**config.mk**
```make
export PLATFORM = sky130hd
export DESIGN_NAME = fc_feeder
export DESIGN_NICKNAME = d
export VERILOG_FILES = /design/src/rtl/cnn_pkg.sv /design/src/rtl/fc_feeder_feat_buffer.sv /design/src/rtl/fc_feeder.sv
export SDC_FILE = /design/constraint.sdc
export NUM_CORES = 1
export LEC_CHECK = 0
export CORE_AREA = 2 2 146 205
export DETAILED_ROUTE_END_ITERATION = 8
export DIE_AREA = 0 0 148 207
export HOLD_SLACK_MARGIN = 0.03
export PLACE_DENSITY_LB_ADDON = 0.1
export SLEW_MARGIN = 5
export SYNTH_ARGS = -nofsm -noshare
export SYNTH_HDL_FRONTEND = slang
export SYNTH_SLANG_ARGS = --single-unit
```
**constraint.sdc**
```tcl
create_clock -name clk -period 5.1 [get_ports clk]
set_input_delay 1.275 -clock clk [delete_from_list [all_inputs] [get_ports clk]]
set_output_delay 1.275 -clock clk [all_outputs]
set_load 0.005 [all_outputs]
```
**src/rtl/cnn_pkg.sv**
```systemverilog
// -----------------------------------------------------------------------------
// cnn_pkg
// Shared definitions for the CNN datapath blocks around the fully-connected
// layer: feeder FSM state encoding, default geometry, and the helper that
// locates one element inside a flattened feature vector.
// -----------------------------------------------------------------------------
package cnn_pkg;

  // Default geometry of the FC input vector and the done-flag timeout.
  localparam int N_FEAT_DEF  = 9;
  localparam int DATA_W_DEF  = 32;
  localparam int TIMEOUT_DEF = 16;

  // Feeder sequencing states.
  typedef enum logic [2:0] {
    S_FILL  = 3'd0,
    S_CLEAR = 3'd1,
    S_FIRE  = 3'd2,
    S_WAIT  = 3'd3,
    S_OUT   = 3'd4
  } fsm_state_e;

  // Low bit of element idx inside a flattened vector of w-bit elements.
  function automatic int unsigned elem_lo(input int unsigned idx, input int unsigned w);
    return idx * w;
  endfunction

endpackage

```
**src/rtl/fc_feeder_feat_buffer.sv**
```systemverilog
// -----------------------------------------------------------------------------
// feat_buffer
// N_FEAT x DATA_W register file filled in order through an internal write
// pointer. A clear zeroes every entry and rewinds the pointer; the whole file
// is presented as one flattened vector (element i at [i*DATA_W +: DATA_W]).
//
// Ports:
//   clk, rst    clock, synchronous active-high reset
//   clr_i       zero all entries and rewind the pointer (wins over a write)
//   wr_en_i     store wr_data_i at the current pointer, then advance it
//   wr_data_i   word to store
//   wr_ptr_o    number of words stored since the last clear
//   vec_o       flattened contents of the register file
// -----------------------------------------------------------------------------
module feat_buffer
  import cnn_pkg::*;
#(
  parameter int N_FEAT = N_FEAT_DEF,
  parameter int DATA_W = DATA_W_DEF,
  parameter int PTR_W  = $clog2(N_FEAT + 1)
) (
  input  logic                       clk,
  input  logic                       rst,
  input  logic                       clr_i,
  input  logic                       wr_en_i,
  input  logic [DATA_W-1:0]          wr_data_i,
  output logic [PTR_W-1:0]           wr_ptr_o,
  output logic [N_FEAT*DATA_W-1:0]   vec_o
);

  logic [DATA_W-1:0] mem_q [N_FEAT];
  logic [PTR_W-1:0]  ptr_q;

  // Write pointer: rewinds on clear, saturates once every entry is written.
  always_ff @(posedge clk) begin
    if (rst || clr_i) begin
      ptr_q <= {PTR_W{1'b0}};
    end else if (wr_en_i && (ptr_q != PTR_W'(N_FEAT))) begin
      ptr_q <= ptr_q + PTR_W'(1);
    end else begin
      ptr_q <= ptr_q;
    end
  end

  // Entry storage: clear zeroes everything, otherwise only the addressed entry loads.
  always_ff @(posedge clk) begin
    for (int i = 0; i < N_FEAT; i++) begin
      if (rst || clr_i) begin
        mem_q[i] <= {DATA_W{1'b0}};
      end else if (wr_en_i && (ptr_q == PTR_W'(i))) begin
        mem_q[i] <= wr_data_i;
      end else begin
        mem_q[i] <= mem_q[i];
      end
    end
  end

  for (genvar g = 0; g < N_FEAT; g++) begin : g_vec
    assign vec_o[elem_lo(g, DATA_W) +: DATA_W] = mem_q[g];
  end

  assign wr_ptr_o = ptr_q;

endmodule

```
**src/rtl/fc_feeder.sv**
```systemverilog
// -----------------------------------------------------------------------------
// fc_feeder
// Upstream driver of the fully-connected layer. Gathers a serial frame of
// signed feature words, presents them as the FC layer's parallel input,
// issues one clear pulse followed by one compute pulse, waits (bounded) for
// the layer's done flag and hands the captured result downstream on a
// valid/ready handshake before accepting the next frame.
//
// Ports:
//   clk, rst              clock, synchronous active-high reset
//   in_data/valid/last    serial feature stream, in_last ends a frame
//   in_ready              high while a frame is being collected
//   fc_vec                feature vector, element i at [i*DATA_W +: DATA_W]
//   fc_clr, fc_enable     one-cycle clear and compute pulses to the FC layer
//   fc_done, fc_result    sticky done flag and result of the FC layer
//   res_data/valid/err    captured result (err=1: timeout, data=0)
//   res_ready             downstream accepts the result
//   frame_err             one-cycle pulse: frame filled without in_last
// -----------------------------------------------------------------------------
module fc_feeder
  import cnn_pkg::*;
#(
  parameter int N_FEAT  = N_FEAT_DEF,
  parameter int DATA_W  = DATA_W_DEF,
  parameter int TIMEOUT = TIMEOUT_DEF
) (
  input  logic                        clk,
  input  logic                        rst,
  input  logic signed [DATA_W-1:0]    in_data,
  input  logic                        in_valid,
  input  logic                        in_last,
  output logic                        in_ready,
  output logic [N_FEAT*DATA_W-1:0]    fc_vec,
  output logic                        fc_clr,
  output logic                        fc_enable,
  input  logic                        fc_done,
  input  logic signed [DATA_W-1:0]    fc_result,
  output logic signed [DATA_W-1:0]    res_data,
  output logic                        res_valid,
  output logic                        res_err,
  input  logic                        res_ready,
  output logic                        frame_err
);

  localparam int PTR_W = $clog2(N_FEAT + 1);
  localparam int TMO_W = $clog2(TIMEOUT);

  fsm_state_e                state_q;
  logic                      in_ready_q;
  logic                      fc_clr_q;
  logic                      fc_enable_q;
  logic                      frame_err_q;
  logic                      res_valid_q;
  logic                      res_err_q;
  logic signed [DATA_W-1:0]  res_data_q;
  logic [TMO_W-1:0]          tmo_q;

  logic                      accept_s;
  logic                      last_slot_s;
  logic                      frame_end_s;
  logic                      buf_clr_s;
  logic [PTR_W-1:0]          wr_ptr_s;

  // Handshake and frame-boundary decode; the buffer is wiped when the result
  // leaves (FILL re-entry) or if the state register ever holds an illegal code.
  always_comb begin
    accept_s    = in_valid & in_ready_q;
    last_slot_s = (wr_ptr_s == PTR_W'(N_FEAT - 1));
    frame_end_s = accept_s & (in_last | last_slot_s);
    buf_clr_s   = 1'b0;
    case (state_q)
      S_OUT:   buf_clr_s = res_ready;
      S_FILL,
      S_CLEAR,
      S_FIRE,
      S_WAIT:  buf_clr_s = 1'b0;
      default: buf_clr_s = 1'b1;
    endcase
  end

  feat_buffer #(
    .N_FEAT (N_FEAT),
    .DATA_W (DATA_W),
    .PTR_W  (PTR_W)
  ) u_buf (
    .clk       (clk),
    .rst       (rst),
    .clr_i     (buf_clr_s),
    .wr_en_i   (accept_s),
    .wr_data_i (in_data),
    .wr_ptr_o  (wr_ptr_s),
    .vec_o     (fc_vec)
  );

  // Frame sequencing FSM; every output is registered alongside the state.
  always_ff @(posedge clk) begin
    if (rst) begin
      state_q     <= S_FILL;
      in_ready_q  <= 1'b1;
      fc_clr_q    <= 1'b0;
      fc_enable_q <= 1'b0;
      frame_err_q <= 1'b0;
      res_valid_q <= 1'b0;
      res_err_q   <= 1'b0;
      res_data_q  <= {DATA_W{1'b0}};
      tmo_q       <= {TMO_W{1'b0}};
    end else begin
      // Pulses are single-cycle unless a transition below re-asserts them.
      fc_clr_q    <= 1'b0;
      fc_enable_q <= 1'b0;
      frame_err_q <= 1'b0;
      case (state_q)
        S_FILL: begin
          if (frame_end_s) begin
            state_q     <= S_CLEAR;
            in_ready_q  <= 1'b0;
            fc_clr_q    <= 1'b1;
            // Only a frame closed by the slot limit lacks in_last here.
            frame_err_q <= ~in_last;
          end
        end
        S_CLEAR: begin
          state_q     <= S_FIRE;
          fc_enable_q <= 1'b1;
        end
        S_FIRE: begin
          state_q <= S_WAIT;
          tmo_q   <= {TMO_W{1'b0}};
        end
        S_WAIT: begin
          // Done is tested first so it wins over a simultaneous expiry.
          if (fc_done) begin
            state_q     <= S_OUT;
            res_data_q  <= fc_result;
            res_err_q   <= 1'b0;
            res_valid_q <= 1'b1;
          end else if (tmo_q == TMO_W'(TIMEOUT - 1)) begin
            state_q     <= S_OUT;
            res_data_q  <= {DATA_W{1'b0}};
            res_err_q   <= 1'b1;
            res_valid_q <= 1'b1;
          end else begin
            tmo_q <= tmo_q + TMO_W'(1);
          end
        end
        S_OUT: begin
          if (res_ready) begin
            state_q     <= S_FILL;
            in_ready_q  <= 1'b1;
            res_valid_q <= 1'b0;
            res_err_q   <= 1'b0;
            res_data_q  <= {DATA_W{1'b0}};
          end
        end
        default: begin
          state_q     <= S_FILL;
          in_ready_q  <= 1'b1;
          res_valid_q <= 1'b0;
          res_err_q   <= 1'b0;
          res_data_q  <= {DATA_W{1'b0}};
        end
      endcase
    end
  end

  assign in_ready  = in_ready_q;
  assign fc_clr    = fc_clr_q;
  assign fc_enable = fc_enable_q;
  assign frame_err = frame_err_q;
  assign res_valid = res_valid_q;
  assign res_err   = res_err_q;
  assign res_data  = res_data_q;

endmodule

```
### Word-level counts from Yosys, hierarchy flattened

Memory sizes are Yosys's and may differ from the RTL's.
Index checks and enable logic that the tools add are counted.

| operators by class | value |
|---|---|
| $add $sub $neg | 2 |
| multiply operators | 0 |
| div/mod/pow operators | 0 |
| magnitude comparators | 0 |
| eq/ne operators | 19 |
| shift-type cells | 0 |
| muxes and demuxes | 98 |
| bitwise operators | 26 |
| reductions and logical operators | 23 |

Operators by type and width:

| kind | number |
|---|---|
| $mux W32 | 21 |
| $pmux W32 S3 | 1 |
| $mux W1 | 64 |
| $or A1 B1 Y1 | 19 |
| $eq A4 B3 Y1 const B | 4 |
| $pmux W3 S5 | 1 |
| $mux W3 | 4 |
| $reduce_and A3 Y1 | 4 |
| $logic_and A1 B1 Y1 | 10 |
| $pmux W1 S3 | 3 |
| $reduce_or A3 Y1 | 3 |
| $add A4 B1 Y4 const B | 2 |
| $eq A4 B2 Y1 const B | 2 |
| $eq A4 B4 Y1 const B | 2 |
| $mux W4 | 2 |
| $ne A2 B2 Y1 const B | 4 |
| $pmux W4 S2 | 1 |
| $eq A3 B2 Y1 const B | 2 |
| $not A1 Y1 | 5 |
| $eq A4 B1 Y1 const B | 1 |
| $logic_not A4 Y1 | 1 |
| $ne A4 B4 Y1 const B | 1 |
| $reduce_or A4 Y1 | 1 |
| $eq A3 B1 Y1 const B | 1 |
| 8 further kinds | 9 |

| storage, ports and cells | value |
|---|---|
| bits in registers | 49 |
| bits in latches | 0 |
| bits in writable memories | 288 |
| memory bits (read-only) | 0 |
| bits of input ports | 70 |
| output and inout port bits | 326 |
| logic and storage cells | 179 |
| memories kept | 1 |

Memory list:

| name | words | width | rd ports | clocked after memory_dff | write ports | line | text |
|---|---|---|---|---|---|---|---|
| u_buf.mem_q | 9 | 32 | 9 | 0 | 9 | fc_feeder_feat_buffer.sv:31 | `logic [DATA_W-1:0] mem_q [N_FEAT];` |

### Depth between registers and ports, before layout

| depth | value |
|---|---|
| depth after elaboration | 8 |
| gate-level depth with buffers | 7 |

### Cells and area by module

From an unflattened synthesis, not the netlist that was laid out.

| second synthesis, totals | value |
|---|---|
| cells, all modules | 822 |
| area, all modules | 11,951.5 µm² |

Modules (own cells, without submodules):

| module | times used | cells each | area each (µm²) | seq. area each (µm²) |
|---|---|---|---|---|
| feat_buffer | 1 | 683 | 10,331.2 | 8,728.4 |
| fc_feeder | 1 | 139 | 1,620.3 | 900.9 |

### Least setup slack after synthesis

Ideal clock, no wire load.

| timing path | value |
|---|---|
| kind | input -> register |
| from | in in_valid |
| to | mem u_buf.mem_q[8][0] (netlist bit) (enable) |
| arrival | 3.693 ns |
| required time | 4.634 ns |
| setup slack | 0.941 ns |
| cell stages on the path | 2 |
| path buffers | 0 |
| cells stage by stage | nand2_1 > o21ai_0 |

RTL lines:

| item | line | text |
|---|---|---|
| start: declaration | fc_feeder.sv:30 | `input logic in_valid,` |
| end: declaration | fc_feeder_feat_buffer.sv:31 |  |

==> summary.txt <==
Yosys
  • EDFF count, synth: 288
  • Synth top area cells: edfxtp_1, and2_1, dfxtp_1, a22o_1, and3_1
  • #FFs+latches synth: 337
  • Ys flop type: edfxtp_1
  • Syn Inst Count: 810
  • Post-synthesis instance area: 0.0128 mm2
  • Commonest cells post-synth: edfxtp_1, and2_1, dfxtp_1
  • YS warnings: 0
  • Syn nets: 885
  • Share of the synthesized area in the top cell type: 67.5%
  • Seq/Total Area, Yosys: 75.1%
  • Synth Area per Inst: 15.8 um2
  • Cell taking the most area after synthesis: edfxtp_1
  • Synth cell types: 41
  • Most frequent cell after synthesis: edfxtp_1
  • Asr flop ratio synth: 0%

Final layout
  • Nets: 1276
  • Diodes inserted: 0
  • # fillers: 2256
  • Non-Filler Instances: 1605
  • Final Util: 62.6%
  • Layout cells sized above 1: 6.29%
  • P&R area growth vs syn: 41.0%

Clock tree
  • CTS Buf Count: 31
  • Htree depth: 1
  • CTS-repair resized insts: 0
  • CTS root buf: clkbuf_16
  • Clock buffer depth: 3
  • CTS Hold Buffers Added: 0
  • Skew-Pair Late Insertion Delay: 570 ps
  • Setup bufs post-CTS: 0
  • CTS clk-pin slew, worst paths: 60 ps
  • CTS tree: yes
  • Clock sink count: 337

Hold path
  • Hold path cells: 1
  • HP Start: res_err
  • Min-Delay Path Class: register to register

STA
  • Max frequency: 277 MHz
  • Setup violations, final: 0
  • Setup TNS: 0 ps
  • Min Clock Period, post-route: 3610 ps
  • Period utilisation layout: 70.7%
  • Slew headroom: 20.9%
  • Pins Over Slew Limit: 0
  • Final Skew: 10.3 ps
  • Fin. Hold Viols: 0
  • Measured slew at the worst slew-check pin: 1190 ps
  • RSZ-0062 raised after global routing: false

Setup path
  • Slowest-stage cell, CP: and4_1
  • Critical Path RT: 5530 ps
  • Worst Setup End Kind: register
  • Reg2Reg Setup Slack: 2060 ps
  • Crit path kind: primary input to register
  • Reg2reg end: u_buf.mem_q[7][19]
  • Crit path max fanout: 32
  • Worst setup path start: res_ready
  • Worst r2r src: state_q[0]
  • CP max stage delay: 1130 ps
  • CP arrival: 4030 ps
  • Worst path depth: 4
  • CP bufs+invs: 1
  • Crit-path leading delay family: simple AND/OR/NAND/NOR gates
  • Worst Reg-to-Reg Cells: 3
  • Worst Setup EP: u_buf.mem_q[7][19]
  • CP Cell Sequence: clkdlybuf4s50_1 > o31ai_4 > and4_1 > and2_1
  • Critical path startpoint category: primary input

Global routing
  • First-pass GRT wire length: 51800 um
  • Vias in the first global route: 7790
  • Largest net degree at the start of global routing: 34
  • Grt met1 use: 27.8%
  • M2 GR Usage: 39.8%
  • Initial antenna violation count: 1
  • GRT met3 Usage: 5.84%
  • Busiest layer in global routing: met2
  • Total gr overflow: 0
  • Tot GR Track Use: 22.9%

Power and ir drop
  • VDD IR-drop max: 0.327 mV
  • Leakage: 6.73 nW
  • Pwr Density: 341 mW/mm2

Floorplanning
  • Die height: 207 um
  • Die area: 0.0306 mm2
  • Chip width: 148 um
  • Initial Utilization: 44.4%
  • Num rows: 74
  • # IOs: 396
  • Core Footprint: 0.0289 mm2

Drt
  • Post-route ant nets: 0
  • Vias per cell: 4.98
  • Via count: 7988
  • First-pass iteration count of the detailed router: 5
  • Iteration-0 DRC count of the detailed router: 587
  • Residual DRC: 0
  • Routed len/inst: 22.4 um
  • Total Wirelength: 35900 um

Run
  • MaxCap Viol Count: 0

Status
  • Status: finished clean

Placed design
  • DP HPWL: 24000 um
  • GP Congestion: 0.767
  • Port Buffer Count: 395
  • Post-Place Cells: 1548
-- cell families (layout without fill, tap and decap cells) --
group           count (synthesis)  after routing  share of synthesized area (%)
mux                             1              1                         0.0781
compound gates                 66             66                           4.16
buf+inv                        54            469                           2.73
simple gates                  347            347                           17.4
flops                         337            337                           75.1
fa+ha+maj                       5              5                          0.488
-- flip-flops by register name, indices dropped and copies added (netlist names), 3 cells and up --
register / count
res_data: 32
u_buf.wr_ptr_o: 4
u_buf.mem_q: 288
state_q: 3
tmo_q: 4
-- where the power goes --
group	switching (mW)	total, mW	internal [mW]
combinational	0.279	0.590	0.311
clock	1.01	2.37	1.36
sequential	0.0631	3.20	3.14
-- worst register-to-register path, cell delays in order (launching register included) --
cell,delay [ps]
dfxtp_1,520
o31ai_4,990
and4_1,1140
and2_1,260
-- routing by layer --
layer	wire length (um)	up-vias
li1	-	3700
met1	13800	3909
met2	18200	324
met3	2820	55
met4	1010	0
met5	0	-
-- how the worst min path moves through the flow --
stage                  endpoint  slack (ps)
finish                  res_err         470
detailed placement      res_err         440
CTS                     res_err         470
global placement        res_err         440
global route        res_data[0]         490
floorplan               res_err         450
-- cell usage in the layout, fill, tap and decap left out, drive strengths merged, types with 2 or more instances in the layout --
cell type	Yosys	final
clkdlybuf4s50	0	395
edfxtp	288	288
and2	257	257
dfxtp	49	49
clkbuf	12	47
a22o	32	32
and3	32	32
nand2	14	14
buf	36	11
nand3	8	8
nor2	7	7
a31oi	7	7
inv	6	7
a21oi	6	6
o21ai	6	6
clkinv	0	6
a21o	6	6
nor4b	6	6
and4	5	5
ha	5	5
nand3b	4	4
nor3	3	3
nand4b	3	3
and3b	2	2
bufinv	0	2
o31a	2	2
-- stage by stage --
stage / setup slack (ps) / instance area (um2) / hold slack [ps] / total power, mW
3_3_place_gp: 1040 / 17000 / 438 / 3.85
3_5_place_dp: 893 / 17000 / 441 / 3.86
2_1_floorplan: 941 / 12800 / 451 / 3.42
5_1_grt: 1260 / 18100 / 493 / 6.32
6_report: 1490 / 18100 / 466 / 6.16
4_1_cts: 1500 / 18100 / 469 / 6.21
-- final cells by class --
type	count	area, um2	area share, %
well taps	380	475	2.63
inverters	6	22.5	0.125
clock inverters	10	113	0.623
clock buffers	47	928	5.13
multi-input cells	419	2880	15.9
repair buffers	406	4040	22.3
flip-flops and latches	337	9630	53.3
Note: power is estimated with default switching activity, not from simulation.
